`config.mk`:
```
export PLATFORM = sky130hd
export DESIGN_NAME = fpu_mantissa_normalizer
export DESIGN_NICKNAME = d
export VERILOG_FILES = /design/src/rtl/fpu_mantissa_normalizer_pkg.sv /design/src/rtl/fpu_mantissa_normalizer_lzb_count.sv /design/src/rtl/fpu_mantissa_normalizer.sv
export SDC_FILE = /design/constraint.sdc
export NUM_CORES = 1
export LEC_CHECK = 0
export ABC_AREA = 1
export BUFFER_PORTS_ARGS = -buffer_cell sky130_fd_sc_hd__buf_2
export CAP_MARGIN = 20
export CORE_ASPECT_RATIO = 0.9
export CORE_UTILIZATION = 43
export DETAILED_ROUTE_END_ITERATION = 12
export PLACE_DENSITY = 0.67
export SKIP_LAST_GASP = 1
export SYNTH_ARGS = -nofsm -noshare
export SYNTH_HDL_FRONTEND = slang
export SYNTH_HIERARCHICAL = 1
export SYNTH_SLANG_ARGS = --single-unit
```
`constraint.sdc`:
```
create_clock -name clk -period 10.8 [get_ports clk]
set_input_delay 2.16 -clock clk [delete_from_list [all_inputs] [get_ports clk]]
set_output_delay 2.16 -clock clk [all_outputs]
set_load 0.02 [all_outputs]
```
`src/rtl/fpu_mantissa_normalizer_pkg.sv`:
```
// Shared FPU constants and the normalizer state type.
package fpu_mantissa_normalizer_pkg;

    localparam int FPU_MANT_WIDTH = 64;
    localparam int FPU_EXP_WIDTH  = 15;
    localparam int FPU_CNT_WIDTH  = 7;

    localparam logic [FPU_EXP_WIDTH-1:0] EXP_BIAS = 15'h3FFF;

    // FIN is a transition taken on the finishing edge; the state register never rests in it.
    typedef enum logic [1:0] {
        IDLE = 2'd0,
        SCAN = 2'd1,
        FIN  = 2'd2
    } norm_state_e;

endpackage

```
`src/rtl/fpu_mantissa_normalizer_lzb_count.sv`:
```
// Leading-zero-byte counter: counts zero bytes from the most significant byte down.
module fpu_lzb_count #(
    parameter int NBYTES = 8,
    parameter int CW     = 4
) (
    input  logic [NBYTES-1:0] byte_zero,
    output logic [CW-1:0]     lzb
);

    logic found;

    // Walk from the top byte and stop counting at the first non-zero byte.
    always_comb begin
        lzb   = '0;
        found = 1'b0;
        for (int i = NBYTES - 1; i >= 0; i--) begin
            if (!found) begin
                if (byte_zero[i]) begin
                    lzb = lzb + 1'b1;
                end else begin
                    found = 1'b1;
                end
            end
        end
    end

endmodule

```
`src/rtl/fpu_mantissa_normalizer.sv`:
```
// Sequential left-normalizer for extended-precision mantissas.
// Optional macro FPU_NORM_FAST_BYTE_EN: collapse the byte-shift phase into one cycle.
//
// state | meaning
// IDLE  | waiting for start; results held on outputs
// SCAN  | one shift decision per cycle (zero / byte / bit / finish)
// FIN   | finishing transition: publish results, pulse done, back to IDLE
module fpu_mantissa_normalizer
    import fpu_mantissa_normalizer_pkg::*;
#(
    parameter int MANT_WIDTH = FPU_MANT_WIDTH,
    parameter int EXP_WIDTH  = FPU_EXP_WIDTH,
    parameter int CNT_WIDTH  = FPU_CNT_WIDTH
) (
    input  logic                  clk,
    input  logic                  reset,
    input  logic                  start,
    input  logic [MANT_WIDTH-1:0] mant_in,
    input  logic [EXP_WIDTH-1:0]  exp_in,
    output logic                  busy,
    output logic                  done,
    output logic [MANT_WIDTH-1:0] mant_out,
    output logic [EXP_WIDTH-1:0]  exp_out,
    output logic [CNT_WIDTH-1:0]  shift_count,
    output logic                  zero,
    output logic                  denormal
);

    norm_state_e           state_q, state_d;
    logic [MANT_WIDTH-1:0] work_mant, mant_d, mant_out_d;
    logic [EXP_WIDTH-1:0]  work_exp, exp_d, exp_out_d;
    logic [CNT_WIDTH-1:0]  work_cnt, cnt_d, cnt_out_d;
    logic                  busy_d, done_d, zero_d, denorm_d;
    logic                  top_byte_zero;

    assign top_byte_zero = (work_mant[MANT_WIDTH-1 -: 8] == 8'h00);

`ifdef FPU_NORM_FAST_BYTE_EN
    localparam int NBYTES = MANT_WIDTH / 8;
    localparam int LZB_W  = $clog2(NBYTES + 1);

    logic                  first_q, first_d;
    logic [NBYTES-1:0]     byte_zero;
    logic [LZB_W-1:0]      lzb;
    logic [LZB_W-1:0]      fast_bytes;
    logic [EXP_WIDTH-1:0]  exp_bytes;
    logic [CNT_WIDTH-1:0]  fast_bits;

    for (genvar i = 0; i < NBYTES; i++) begin : g_byte_zero
        assign byte_zero[i] = (work_mant[8*i +: 8] == 8'h00);
    end

    fpu_lzb_count #(
        .NBYTES (NBYTES),
        .CW     (LZB_W)
    ) u_lzb_count (
        .byte_zero (byte_zero),
        .lzb       (lzb)
    );

    assign exp_bytes = work_exp >> 3;

    // Byte shift is limited by what the exponent can absorb without going negative.
    always_comb begin
        fast_bytes = lzb;
        if (exp_bytes < EXP_WIDTH'(lzb)) begin
            fast_bytes = exp_bytes[LZB_W-1:0];
        end
    end

    assign fast_bits = CNT_WIDTH'({fast_bytes, 3'b000});
`endif

    // Next-state, working-register and output decisions.
    always_comb begin
        state_d    = state_q;
        mant_d     = work_mant;
        exp_d      = work_exp;
        cnt_d      = work_cnt;
        busy_d     = busy;
        done_d     = 1'b0;
        mant_out_d = mant_out;
        exp_out_d  = exp_out;
        cnt_out_d  = shift_count;
        zero_d     = zero;
        denorm_d   = denormal;
`ifdef FPU_NORM_FAST_BYTE_EN
        first_d    = first_q;
`endif
        case (state_q)
            IDLE: begin
                if (start) begin
                    mant_d    = mant_in;
                    exp_d     = exp_in;
                    cnt_d     = '0;
                    cnt_out_d = '0;
                    zero_d    = 1'b0;
                    denorm_d  = 1'b0;
                    busy_d    = 1'b1;
                    state_d   = SCAN;
`ifdef FPU_NORM_FAST_BYTE_EN
                    first_d   = 1'b1;
`endif
                end
            end
            SCAN: begin
`ifdef FPU_NORM_FAST_BYTE_EN
                first_d = 1'b0;
`endif
                if (work_mant == '0) begin
                    zero_d  = 1'b1;
                    exp_d   = '0;
                    state_d = FIN;
                end
`ifdef FPU_NORM_FAST_BYTE_EN
                else if (first_q && (fast_bytes != '0)) begin
                    mant_d = work_mant << fast_bits;
                    exp_d  = work_exp - EXP_WIDTH'(fast_bits);
                    cnt_d  = work_cnt + fast_bits;
                end
`endif
                else if (top_byte_zero && (work_exp >= EXP_WIDTH'(8))) begin
                    mant_d = work_mant << 8;
                    exp_d  = work_exp - EXP_WIDTH'(8);
                    cnt_d  = work_cnt + CNT_WIDTH'(8);
                end else if (!work_mant[MANT_WIDTH-1] && (work_exp != '0)) begin
                    mant_d = work_mant << 1;
                    exp_d  = work_exp - EXP_WIDTH'(1);
                    cnt_d  = work_cnt + CNT_WIDTH'(1);
                end else begin
                    denorm_d = !work_mant[MANT_WIDTH-1];
                    state_d  = FIN;
                end
            end
            default: state_d = IDLE;
        endcase

        if (state_d == FIN) begin
            mant_out_d = work_mant;
            exp_out_d  = exp_d;
            cnt_out_d  = work_cnt;
            busy_d     = 1'b0;
            done_d     = 1'b1;
            state_d    = IDLE;
        end
    end

    // State, working and output registers; reset discards any in-flight operation.
    always_ff @(posedge clk or posedge reset) begin
        if (reset) begin
            state_q     <= IDLE;
            work_mant   <= '0;
            work_exp    <= '0;
            work_cnt    <= '0;
            busy        <= 1'b0;
            done        <= 1'b0;
            mant_out    <= '0;
            exp_out     <= '0;
            shift_count <= '0;
            zero        <= 1'b0;
            denormal    <= 1'b0;
`ifdef FPU_NORM_FAST_BYTE_EN
            first_q     <= 1'b0;
`endif
        end else begin
            state_q     <= state_d;
            work_mant   <= mant_d;
            work_exp    <= exp_d;
            work_cnt    <= cnt_d;
            busy        <= busy_d;
            done        <= done_d;
            mant_out    <= mant_out_d;
            exp_out     <= exp_out_d;
            shift_count <= cnt_out_d;
            zero        <= zero_d;
            denormal    <= denorm_d;
`ifdef FPU_NORM_FAST_BYTE_EN
            first_q     <= first_d;
`endif
        end
    end

endmodule

```
Word level (Yosys, flattened, before mapping):

Index checks and enable logic that the tools add are counted.

* register bits: 178
* bits of input ports: 82
* output and inout bits: 90
* logic and storage cells: 72

* add/subtract/negate cells: 4
* $lt $le $gt $ge: 1
* eq/ne operators: 8
* muxes and demuxes: 34
* reduce and logical (&&, ||, !) cells: 14

Operator list (count)
* two-way mux 64 bit: 4
* one-hot mux 64 bit (2 select lines): 1
* logical NOT 64 bit: 1
* two-way mux 15 bit: 4
* two-way mux 7 bit: 6
* one-hot mux 15 bit (2 select lines): 1
* >= comparator 15 x 4 -> 1 bit, second input constant: 1
* nonzero test 15 bit: 1
* subtractor 15 x 1 -> 15 bit, second input constant: 1
* subtractor 15 x 4 -> 15 bit, second input constant: 1
* one-hot mux 7 bit (2 select lines): 1
* two-way mux 2 bit: 5
* inequality test 2 bit, second input constant: 5
* two-way mux 1 bit: 9
* logical NOT 8 bit: 1
* adder 7 x 1 -> 7 bit, second input constant: 1
* adder 7 x 4 -> 7 bit, second input constant: 1
* nonzero test 2 bit: 3
* AND reduction 5 bit: 1
* one-hot mux 1 bit (2 select lines): 2
* one-hot mux 2 bit (2 select lines): 1
* AND reduction 4 bit: 1
* inequality test 3 bit, second input constant: 1
* AND reduction 3 bit: 1
* other kinds (6): 7

Logic depth before layout (Yosys ltp):

Gate-level depths: netlist of the first run.

* depth in word-level cells: 9
* gate-level depth with buffers: 17
* mapped depth without buffers: 16

Worst setup path before layout of the first run:

Ideal clock, no wire load.

* kind: input to register
* start: in start
* end: reg work_mant[57]
* setup time: 0.065 ns
* data arrival time: 3.128 ns
* setup slack: 7.607 ns
* stages on the path: 7
* cells stage by stage: inv_1 > nor2_1 > buf_2 > buf_2 > clkbuf_1 > a22oi_1 > nand2_1

* cells in the longest elaborated chain, start to end: 2

Ends and longest elaborated chain
* start, declared: RTL line fpu_mantissa_normalizer.sv:17 `input logic start,`
* inequality test 2 bit (no source line)
* AND reduction 4 bit (no source line)
* end signal, assigned: RTL line fpu_mantissa_normalizer.sv:167 `work_mant <= mant_d;`
* end, declared: RTL line fpu_mantissa_normalizer.sv:30 `logic [MANT_WIDTH-1:0] work_mant, mant_d, mant_out_d;`

No other way between the ends.
A chain may end at the register's enable or synchronous reset.

Worst setup path after layout of the first run:

* start: in start
* end: reg work_cnt[6]

* cells in the longest elaborated chain, start to end: 2

Ends and longest elaborated chain
* inequality test 2 bit (no source line)
* AND reduction 4 bit (no source line)
* end signal, assigned: RTL line fpu_mantissa_normalizer.sv:169 `work_cnt <= cnt_d;`
* end, declared: RTL line fpu_mantissa_normalizer.sv:32 `logic [CNT_WIDTH-1:0] work_cnt, cnt_d, cnt_out_d;`

No other way between the ends.

==> flow_metrics.tcl, run 1 <==
set metrics [dict create \
    outcome "finished, final reports clean" \
    synth_ff_type "dfrtp_1" \
    cts_tree "yes" \
    drt_iter0_drc 779 \
    yosys-top-cells-count "nand2_1 (441), dfrtp_1 (178), nand3_1 (72)" \
    gp_congestion 0.881 \
    reg2reg_from "state_q[1]$_DFF_PP0_" \
    final_util 0.506 \
    synth_compound_area_frac 0.135 \
    ys_seq_area_frac 0.490 \
    power.density_nw_per_um2 248 \
    fin_cells 1559 \
    slowest_stage "nand2_4" \
    synth_nets 1213 \
    drcViolationCount 0 \
    worstPathArrival_ns 4.50 \
    hold_buffers 0 \
    fmax_ghz 0.240 \
    grt_remaining_overflow 0 \
    hold_end "mant_out[54]$_DFFE_PP0N_" \
    cp_common_cell "inv_1" \
    yosys.area_share.simple 0.277 \
    avgViaCountPerCell 5.21 \
    hold_ws_ns 0.466 \
    worst_pin_slew_ns 1.07 \
    grt_pass1_vias 7408 \
    syn_inst 1125 \
    crit_path_max_fanout 92 \
    synth_warnings 6 \
    synth_cell_type_count 39 \
    cts_root_buf "clkbuf_16" \
    rsz0062_at_grt "no" \
    crit_type "input pin to flop" \
    grt_max_degree 93 \
    fill_cells 2070 \
    core-area_um2 20800 \
    track_usage 0.238 \
    avgSynthCellArea_um2 8.07 \
    drtAntennaViolNets 0 \
    h-tree-depth 4 \
    ff2ff_setup_slack_ns 6.91 \
    setup_ws_ns 6.63 \
    start_kind "input pin" \
    path_clk_slew_ns 0.07 \
    syn_area_um2 9080 \
    port_buffers 171 \
    design.die.area_um2 21700 \
    slew_violations 0 \
    dp_slack_ns 6.18 \
    cts_setup_buffers 0 \
    synth.most_common_cell "nand2_1" \
    holdPathStages 2 \
    rows 50 \
    synth_top_cell_by_area "dfrtp_1" \
    finalSetupViolCount 0 \
    cp.depth 9 \
    routedWlPerCell_um 16.0 \
    tns_ns 0 \
    cts_buffers 17 \
    synth_fa_ha_area_frac 0.00827 \
    synth_top_family_by_area "simple AND/OR/NAND/NOR gates" \
    start_util 0.437 \
    drive_above_1_share 0.190 \
    cp.required_ns 11.13 \
    cp_slowest_stage_delay_ns 0.73 \
    synth_top_area_frac 0.490 \
    async_flop_share 1.00 \
    worst-path-buf-inv 4 \
    dr.pass1.iters 5 \
    clk_latency_ns 0.44 \
    vias 8125 \
    antenna_found_initial 1 \
    placedCellCount 1526 \
    grt_pass1_wl_um 40100 \
    ios 172 \
    placed_cell_area_um2 9940 \
    wirelength_um 25000 \
    fin_crit_ns 4.17 \
    fin_skew_ns 0.0146 \
    power_leakage_nw 5.41 \
    synthMuxAreaShare 0 \
    synthXorXnorAreaFrac 0.0145 \
    r2r_end "work_mant[24]$_DFFE_PP0P_" \
    power.total_mw 2.60 \
    min_from "mant_out[54]$_DFFE_PP0N_" \
    ys_ff_latch 178 \
    die_h_um 140 \
    nets 1348 \
    fp.dieW_um 155 \
    critPathTopFamily "buffers and inverters" \
    reg2reg_depth 8 \
    syn_to_final_growth_pct 15.6 \
    synth-edff-count 0 \
    final_cell_area_um2 10500 \
    cts_resized 0 \
    end_kind "flop" \
    hold_class "flop to flop" \
    synthTopCellsByArea "dfrtp_1 (49%), nand2_1 (18%), nand3_1 (4.0%), a22oi_1 (3.2%), o21ai_0 (2.6%)" \
    hold_viol_final 0 \
    clockBufferDepth 2 \
    slew_headroom 0.288 \
    dpl.hpwl_um 17000 \
    final.period_utilization 0.386 \
    path_cells "buf_2 -> inv_1 -> nor2_4 -> inv_1 -> nand2_1 -> nand2_4 -> inv_2 -> a21oi_1 -> nor2_1" \
    maxCapViolCount 0 \
    ir_worst_vdd_uv 113 \
    clock_sinks 178 \
]
[cell type report]
class | instances | area (µm²) | share of cell area
well taps | 286 | 358 | 0.0341
clock buffers | 21 | 440 | 0.0419
flip-flops and latches | 178 | 4450 | 0.424
diodes | 1 | 2.50 | 0.000238
clock inverters | 10 | 113 | 0.0107
inverters | 67 | 265 | 0.0253
multi-input cells | 818 | 3960 | 0.377
repair buffers | 178 | 912 | 0.0868
[logic make-up after synthesis]
logic type / Yosys count
XOR/XNOR: 15
AO/OA/AOI/OAI: 197
buffers and inverters: 129
other: 1
flip-flops: 178
adder cells (fa/ha/maj): 6
AND/OR/NAND/NOR: 599
[flip-flops by register name, summed over array words and instances (netlist names)]
register	cells
busy	1
denormal	1
done	1
exp_out	15
mant_out	64
shift_count	7
state_q	2
work_cnt	7
work_exp	15
work_mant	64
zero	1
[report_power, final]
part	internal (mW)	leakage [nW]	total (mW)	switching (mW)
Clock	0.338	0.255	0.602	0.264
Sequential	0.887	2.30	1.08	0.193
Combinational	0.309	2.86	0.922	0.613
[per-layer routing]
layer	global-route usage	vias to the layer above	wire length, µm
met5	0	-	0
met4	0.0707	0	468
met3	0.0476	35	1320
met2	0.362	251	11300
met1	0.341	3896	11900
li1	-	3943	-
[worst max path at each step]
stage | startpoint | to | slack [ns]
6_report | start | work_cnt[6]$_DFFE_PP0P_ | 6.63
5_1_grt | start | work_cnt[6]$_DFFE_PP0P_ | 6.40
4_1_cts | start | work_cnt[6]$_DFFE_PP0P_ | 6.63
3_5_place_dp | start | work_cnt[6]$_DFFE_PP0P_ | 6.18
3_3_place_gp | start | work_cnt[6]$_DFFE_PP0P_ | 6.19
2_1_floorplan | reset | busy$_DFFE_PP0P_ | 3.81
[worst reg2reg max path, cell delays in order (launching register included)]
cell and delay, ns:
dfrtp_1 0.61, nor2_1 0.56, buf_4 0.27, clkinv_1 0.69
nor2_4 0.80, inv_1 0.39, o21ai_0 0.34, a21oi_1 0.07
nand2_1 0.10
[cells in the final DEF, fill, tap and decap left out, types with 2 or more instances in the layout]
cell type,instances
a22o_1,17
a31o_2,4
nor2_4,7
nor3_1,3
clkinv_2,4
clkbuf_16,17
ha_1,6
nor2_2,5
o211ai_1,19
xor2_1,15
clkinvlp_4,5
nand2_2,6
clkbuf_1,4
nand3_1,72
nand2_1,441
o21ai_0,48
nor2_8,2
buf_4,6
nor2_1,48
a21oi_1,30
inv_1,58
dfrtp_1,178
inv_6,2
nand4_1,9
nand2_4,3
a22oi_1,39
bufinv_16,2
o21ai_1,36
inv_2,4
buf_2,171
Note: power is estimated with default switching activity, not from simulation.
==> run 2: changes to the inputs <==
- clock period: 10.8 -> 4 ns (I/O delays scaled with it)
==> run 2 against run 1 <==
First-iteration DRC count shrank 2.4%. Final cell count grew 0.19%. Via count shrank 0.15%. Setup slack lost 5.7 ns. Non-clock buffer count grew 3. Utilization grew 0.52 points. Hold slack lost 0.0017 ns. Global-route usage grew 0.38 points. Flip-flop and latch count is the same. Sequential share of layout area shrank 0.44 points. Clock power grew to 2.9 times the previous value. Critical path depth grew 6. Critical endpoint unchanged. Largest cell class unchanged. Largest power group unchanged.
==> flow_metrics.tcl, run 2 (synthesized netlist as in run 1, its figures left out) <==
set metrics [dict create \
    holdPathStages 2 \
    critPathTopFamily "simple AND/OR/NAND/NOR gates" \
    crit_type "flop to flop" \
    cts_setup_buffers 0 \
    hold_buffers 0 \
    ir_worst_vdd_uv 349 \
    vias 8113 \
    drive_above_1_share 0.194 \
    core-area_um2 20800 \
    rows 50 \
    die_h_um 140 \
    start_util 0.437 \
    port_buffers 171 \
    rsz0062_at_grt "no" \
    hold_viol_final 0 \
    reg_top3 "mant_out (64), work_mant (64)" \
    power_leakage_nw 5.47 \
    drcViolationCount 0 \
    grt_remaining_overflow 0 \
    cts_buffers 17 \
    slew_violations 0 \
    syn_to_final_growth_pct 16.8 \
    avgViaCountPerCell 5.19 \
    drt_iter0_drc 760 \
    h-tree-depth 4 \
    fin_skew_ns 0.0156 \
    cts_resized 0 \
    use_met3 0.0427 \
    r2r_end "work_cnt[6]$_DFFE_PP0P_" \
    fin_crit_ns 3.10 \
    layout_common_cells "nand2_1 (441), dfrtp_1 (178), buf_2 (171)" \
    critPathLaunch "work_exp[3]$_DFF_PP0_" \
    path_clk_slew_ns 0.06 \
    nets 1351 \
    worstPathArrival_ns 3.43 \
    outcome "finished, final reports clean" \
    reg2reg_from "work_exp[3]$_DFF_PP0_" \
    cp.required_ns 4.33 \
    cts_tree "yes" \
    maxCapViolCount 0 \
    finalSetupViolCount 0 \
    cp_common_cell "nand2_4" \
    routedWlPerCell_um 16.2 \
    worst_pin_slew_ns 1.08 \
    fmax_ghz 0.322 \
    setup_ws_ns 0.899 \
    start_kind "flop" \
    grt_pass1_vias 7708 \
    antenna_found_initial 0 \
    worst-path-buf-inv 5 \
    clock_sinks 178 \
    hold_class "flop to flop" \
    grt_pass1_wl_um 40900 \
    reg2reg_depth 15 \
    design.die.area_um2 21700 \
    dpl.hpwl_um 17400 \
    dr.pass1.iters 5 \
    grt_use_met1 0.338 \
    clk_latency_ns 0.44 \
    grt.met2_usage 0.385 \
    drtAntennaViolNets 0 \
    final_common_cell "nand2_1" \
    track_usage 0.241 \
    final.period_utilization 0.775 \
    grt_max_degree 179 \
    cts_root_buf "clkbuf_16" \
    antennaDiodeCount 0 \
    fp.dieW_um 155 \
    gp_congestion 0.886 \
    tns_ns 0 \
    end_kind "flop" \
    cp_slowest_stage_delay_ns 0.43 \
    hold_end "mant_out[53]$_DFFE_PP0N_" \
    ios 172 \
    slew_headroom 0.279 \
    clockBufferDepth 2 \
    power.density_nw_per_um2 678 \
    ff2ff_setup_slack_ns 0.90 \
    fill_cells 2100 \
    crit_path_max_fanout 55 \
    dp_slack_ns 0.895 \
    wirelength_um 25300 \
    min_from "mant_out[53]$_DFFE_PP0N_" \
    grt_busiest_layer "met2" \
    path_cells "inv_1 -> ha_1 -> inv_1 -> nor2_4 -> inv_2 -> nor2_4 -> nand2_4 -> nand2_8 -> inv_6 -> nor2_8 -> nand2_4 -> nand2_4 -> inv_2 -> a21oi_1 -> nor2_1" \
    slowest_stage "dfrtp_1" \
]
-- run 2: layer usage --
metal / share of wire / wire, µm / up-vias
met1: 0.46 / 11600 / 3864
met4: 0.015 / 372 / 0
met5: 0 / 0 / -
met3: 0.059 / 1490 / 27
met2: 0.47 / 11800 / 262
li1: - / - / 3960
-- run 2: power breakdown --
group | total, mW | internal, mW | switching [mW]
Clock | 1.77 | 1.02 | 0.757
Sequential | 2.91 | 2.39 | 0.518
Combinational | 2.51 | 0.843 | 1.67
-- run 2: stage by stage --
| stage | instances | cell area, µm² | hold slack (ns) | util | power, mW |
|---|---|---|---|---|---|
| 6_report | 1562 | 10600 | 0.464 | 0.511 | 7.19 |
| 3_5_place_dp | 1529 | 9980 | 0.454 | 0.481 | 5.45 |
| 4_1_cts | 1561 | 10600 | 0.470 | 0.510 | 7.24 |
| 2_1_floorplan | 1125 | 9090 | 0.453 | - | 4.63 |
| 5_1_grt | 1562 | 10600 | 0.490 | 0.511 | 7.68 |
| 3_3_place_gp | 1529 | 9980 | 0.450 | 0.481 | 5.42 |
-- run 2: worst max path at each step --
| stage | endpoint | cells after the start |
|---|---|---|
| floorplan | busy$_DFFE_PP0P_ | 1 |
| global placement | work_cnt[6]$_DFFE_PP0P_ | 15 |
| detailed placement | mant_out[27]$_DFFE_PP0N_ | 16 |
| CTS | mant_out[27]$_DFFE_PP0N_ | 16 |
| global route | mant_out[28]$_DFFE_PP0N_ | 16 |
| finish | work_cnt[6]$_DFFE_PP0P_ | 15 |
-- run 2: area by class of cell --
cell class                      instances  area, µm²  share of cell area
Timing Repair Buffer                  181        960              0.0904
Clock buffer                           20        447              0.0421
Sequential cell                       178       4450               0.420
Inverter                               67        264              0.0249
Tap cell                              286        358              0.0337
Clock inverter                         12        171              0.0162
Multi-Input combinational cell        818       3960               0.373
-- run 2: worst register-to-register path: stages, from the launching register on --
cell and delay (ns):
dfrtp_1 0.43, inv_1 0.20, ha_1 0.23, inv_1 0.09, nor2_4 0.13, inv_2 0.05
nor2_4 0.11, nand2_4 0.11, nand2_8 0.29, inv_6 0.11, nor2_8 0.12, nand2_4 0.07
nand2_4 0.38, inv_2 0.39, a21oi_1 0.22, nor2_1 0.06
==> run 3: changes to the inputs <==
- ABC_AREA: 1 -> 0
- PLACE_DENSITY: 0.67 -> 0.7
- clock period: 4 -> 2.8 ns (I/O delays scaled with it)
==> run 3 against run 2 <==
Sequential power is 50% higher. Global-route usage is 1.9 points higher. Fmax is 15% higher. Clock skew is 0.0021 ns lower. Total power is 47% higher. Cell area is 1.2% higher. Hold slack worse by 0.26 ns. Via count is 2.7% lower. Clock power is 50% higher. Highest routed layer unchanged.
==> flow_metrics.tcl, run 3 <==
set metrics [dict create \
    gp_congestion 0.883 \
    outcome "finished, final reports clean" \
    design.die.area_um2 20300 \
    layout_common_cells "nand2_1 (307), dfrtp_1 (178), buf_2 (171)" \
    syn_inst 906 \
    final_common_cell "nand2_1" \
    hold_ws_ns 0.205 \
    power_leakage_nw 5.18 \
    syn_area_um2 8490 \
    die_h_um 135 \
    synth_nets 994 \
    wirelength_um 25600 \
    slew_headroom 0.554 \
    yosys-top-cells-count "nand2_1 (308), dfrtp_1 (178), a221o_1 (41)" \
    grt_pass1_wl_um 40400 \
    fp.dieW_um 150 \
    antenna_found_initial 0 \
    met1_length_um 11800 \
    dr.pass1.iters 5 \
    crit_type "flop to flop" \
    synth_cell_type_count 65 \
    synth_ff_type "dfrtp_1" \
    ys_seq_area_frac 0.524 \
    fin_crit_ns 2.69 \
    cts_tree "yes" \
    core-area_um2 19300 \
    synth_warnings 6 \
    hold_class "input pin to asynchronous set/reset pin" \
    slowest_stage "dfrtp_1" \
    dpl.hpwl_um 18000 \
    start_kind "flop" \
    cts_buffers 17 \
    fill_cells 1719 \
    rows 48 \
    synthTopCellsByArea "dfrtp_1 (52%), nand2_1 (14%), a221o_1 (4.8%), a221oi_1 (2.6%), a22o_1 (1.9%)" \
    wl_met2_um 11400 \
    power.total_mw 10.5 \
    track_usage 0.260 \
    ir_worst_vdd_uv 447 \
    cts_root_buf "clkbuf_16" \
    final.period_utilization 0.961 \
    critPathLaunch "work_mant[1]$_DFFE_PP0P_" \
    reg2reg_from "work_mant[1]$_DFFE_PP0P_" \
    clock_sinks 178 \
    syn_to_final_growth_pct 26.4 \
    dr_wl_met3_um 2080 \
    drive_above_1_share 0.268 \
    start_util 0.441 \
    cp_common_cell "buf_4" \
    ios 172 \
    slew_violations 0 \
    crit_path_max_fanout 7 \
    cp.required_ns 3.13 \
    fmax_ghz 0.372 \
    nets 1183 \
    worst_pin_slew_ns 0.664 \
    synth.most_common_cell "nand2_1" \
    grt_pass1_vias 7196 \
    synth-edff-count 0 \
    routedWlPerCell_um 18.8 \
    finalSetupViolCount 0 \
    reg_top3 "mant_out (64), work_mant (64)" \
    hold_buffers 0 \
    fin_skew_ns 0.0135 \
    drcViolationCount 0 \
    worstPathArrival_ns 3.02 \
    avgViaCountPerCell 5.82 \
    clk_latency_ns 0.44 \
    end_kind "flop" \
    vias 7896 \
    grt_max_degree 48 \
    avgSynthCellArea_um2 9.37 \
    async_flop_share 1.00 \
    path_cells "nor4_1 -> nand4_1 -> buf_4 -> nor4_4 -> buf_4 -> nor2_1 -> a21o_1 -> a221o_1" \
    routed.top_layer "met4" \
    path_clk_slew_ns 0.07 \
    synth_top_cell_by_area "dfrtp_1" \
    power.density_nw_per_um2 983 \
    clockBufferDepth 2 \
    hold_viol_final 0 \
    grt_remaining_overflow 0 \
    port_buffers 171 \
    cp_slowest_stage_delay_ns 0.46 \
    maxCapViolCount 0 \
    ys_ff_latch 178 \
    antennaDiodeCount 0 \
    synth_top_area_frac 0.524 \
    drtAntennaViolNets 0 \
    h-tree-depth 4 \
    drt_iter0_drc 652 \
]
run 3: cell types whose count changed in the layout (fill, tap and decap cells not counted), moves of 29 or more:
cell and delta:
nand2_1 -134, buf_4 +44, nor2_1 -29, a221o_1 +41, inv_1 -48, o21ai_1 -36
nand3_1 -42
run 3: report_power, final:
part           total [mW]  internal, mW  switching (mW)
Sequential           4.36          3.49           0.875
Clock                2.66          1.59            1.07
Combinational        3.52          1.38            2.14
run 3: cell families (layout without fill, tap and decap cells):
| logic type | Yosys count | count (layout) | synth area share |
|---|---|---|---|
| other cells | 1 | 1 | 0.000442 |
| xor+xnor | 5 | 5 | 0.00516 |
| flops | 178 | 178 | 0.524 |
| simple gates | 416 | 416 | 0.212 |
| buf+inv | 77 | 278 | 0.0389 |
| compound gates | 215 | 215 | 0.200 |
| mux | 8 | 8 | 0.0102 |
| fa+ha+maj | 6 | 6 | 0.00884 |
run 3: critical path: cells and delay by family (launching register included):
| family | cells | cell delay, ns |
|---|---|---|
| flops | 1 | 0.46 |
| simple gates | 4 | 1.17 |
| compound gates | 2 | 0.56 |
| buf+inv | 2 | 0.39 |
run 3: cell type report:
cell class                 instances  area, µm²  area share
timing repair buffer             234       1480       0.138
sequential                       178       4450       0.415
clock buffer                      17        425      0.0396
tap                              250        313      0.0291
inverter                          13       55.1     0.00513
clock inverter                    14        225      0.0210
multi-input combinational        651       3780       0.353
run 3: path summary, 6_finish.rpt:
kind,slack [ns],end,depth (start not counted)
max reg2reg,0.11,work_exp[2]$_DFF_PP0_,8
min in group clk,0.32,work_exp[10]$_DFF_PP0_,3
max,0.11,work_exp[2]$_DFF_PP0_,8
min reg2reg,0.47,mant_out[33]$_DFFE_PP0N_,2
max in group asynchronous,1.83,mant_out[63]$_DFFE_PP0N_,3
min,0.20,mant_out[47]$_DFFE_PP0N_,2
run 3: routing by layer:
layer  track usage  vias to the layer above
met4        0.0741                        0
li1              -                     3646
met2         0.380                      363
met1         0.394                     3860
met5             0                        -
met3        0.0441                       27
run 3: what timing repair did:
action | 4_1_cts | 5_1_grt
setup buffers | 0 | 2
endpoints found under the hold margin | 0 | 0
setup endpoints to repair | 0 | 129
gates resized for setup | 0 | 10
run 3: through the flow:
step | setup TNS, ns | worst slack (ns) | instance area, µm² | instances | util
after floorplan | -7.23 | -0.0406 | 8500 | 906 | -
after global placement | 0 | 0.0849 | 10000 | 1324 | 0.520
after detailed placement | 0 | 0.0818 | 10000 | 1324 | 0.520
after CTS | 0 | 0.0695 | 10700 | 1355 | 0.554
after global routing | -0.462 | -0.0947 | 10700 | 1357 | 0.557
final | 0 | 0.110 | 10700 | 1357 | 0.557
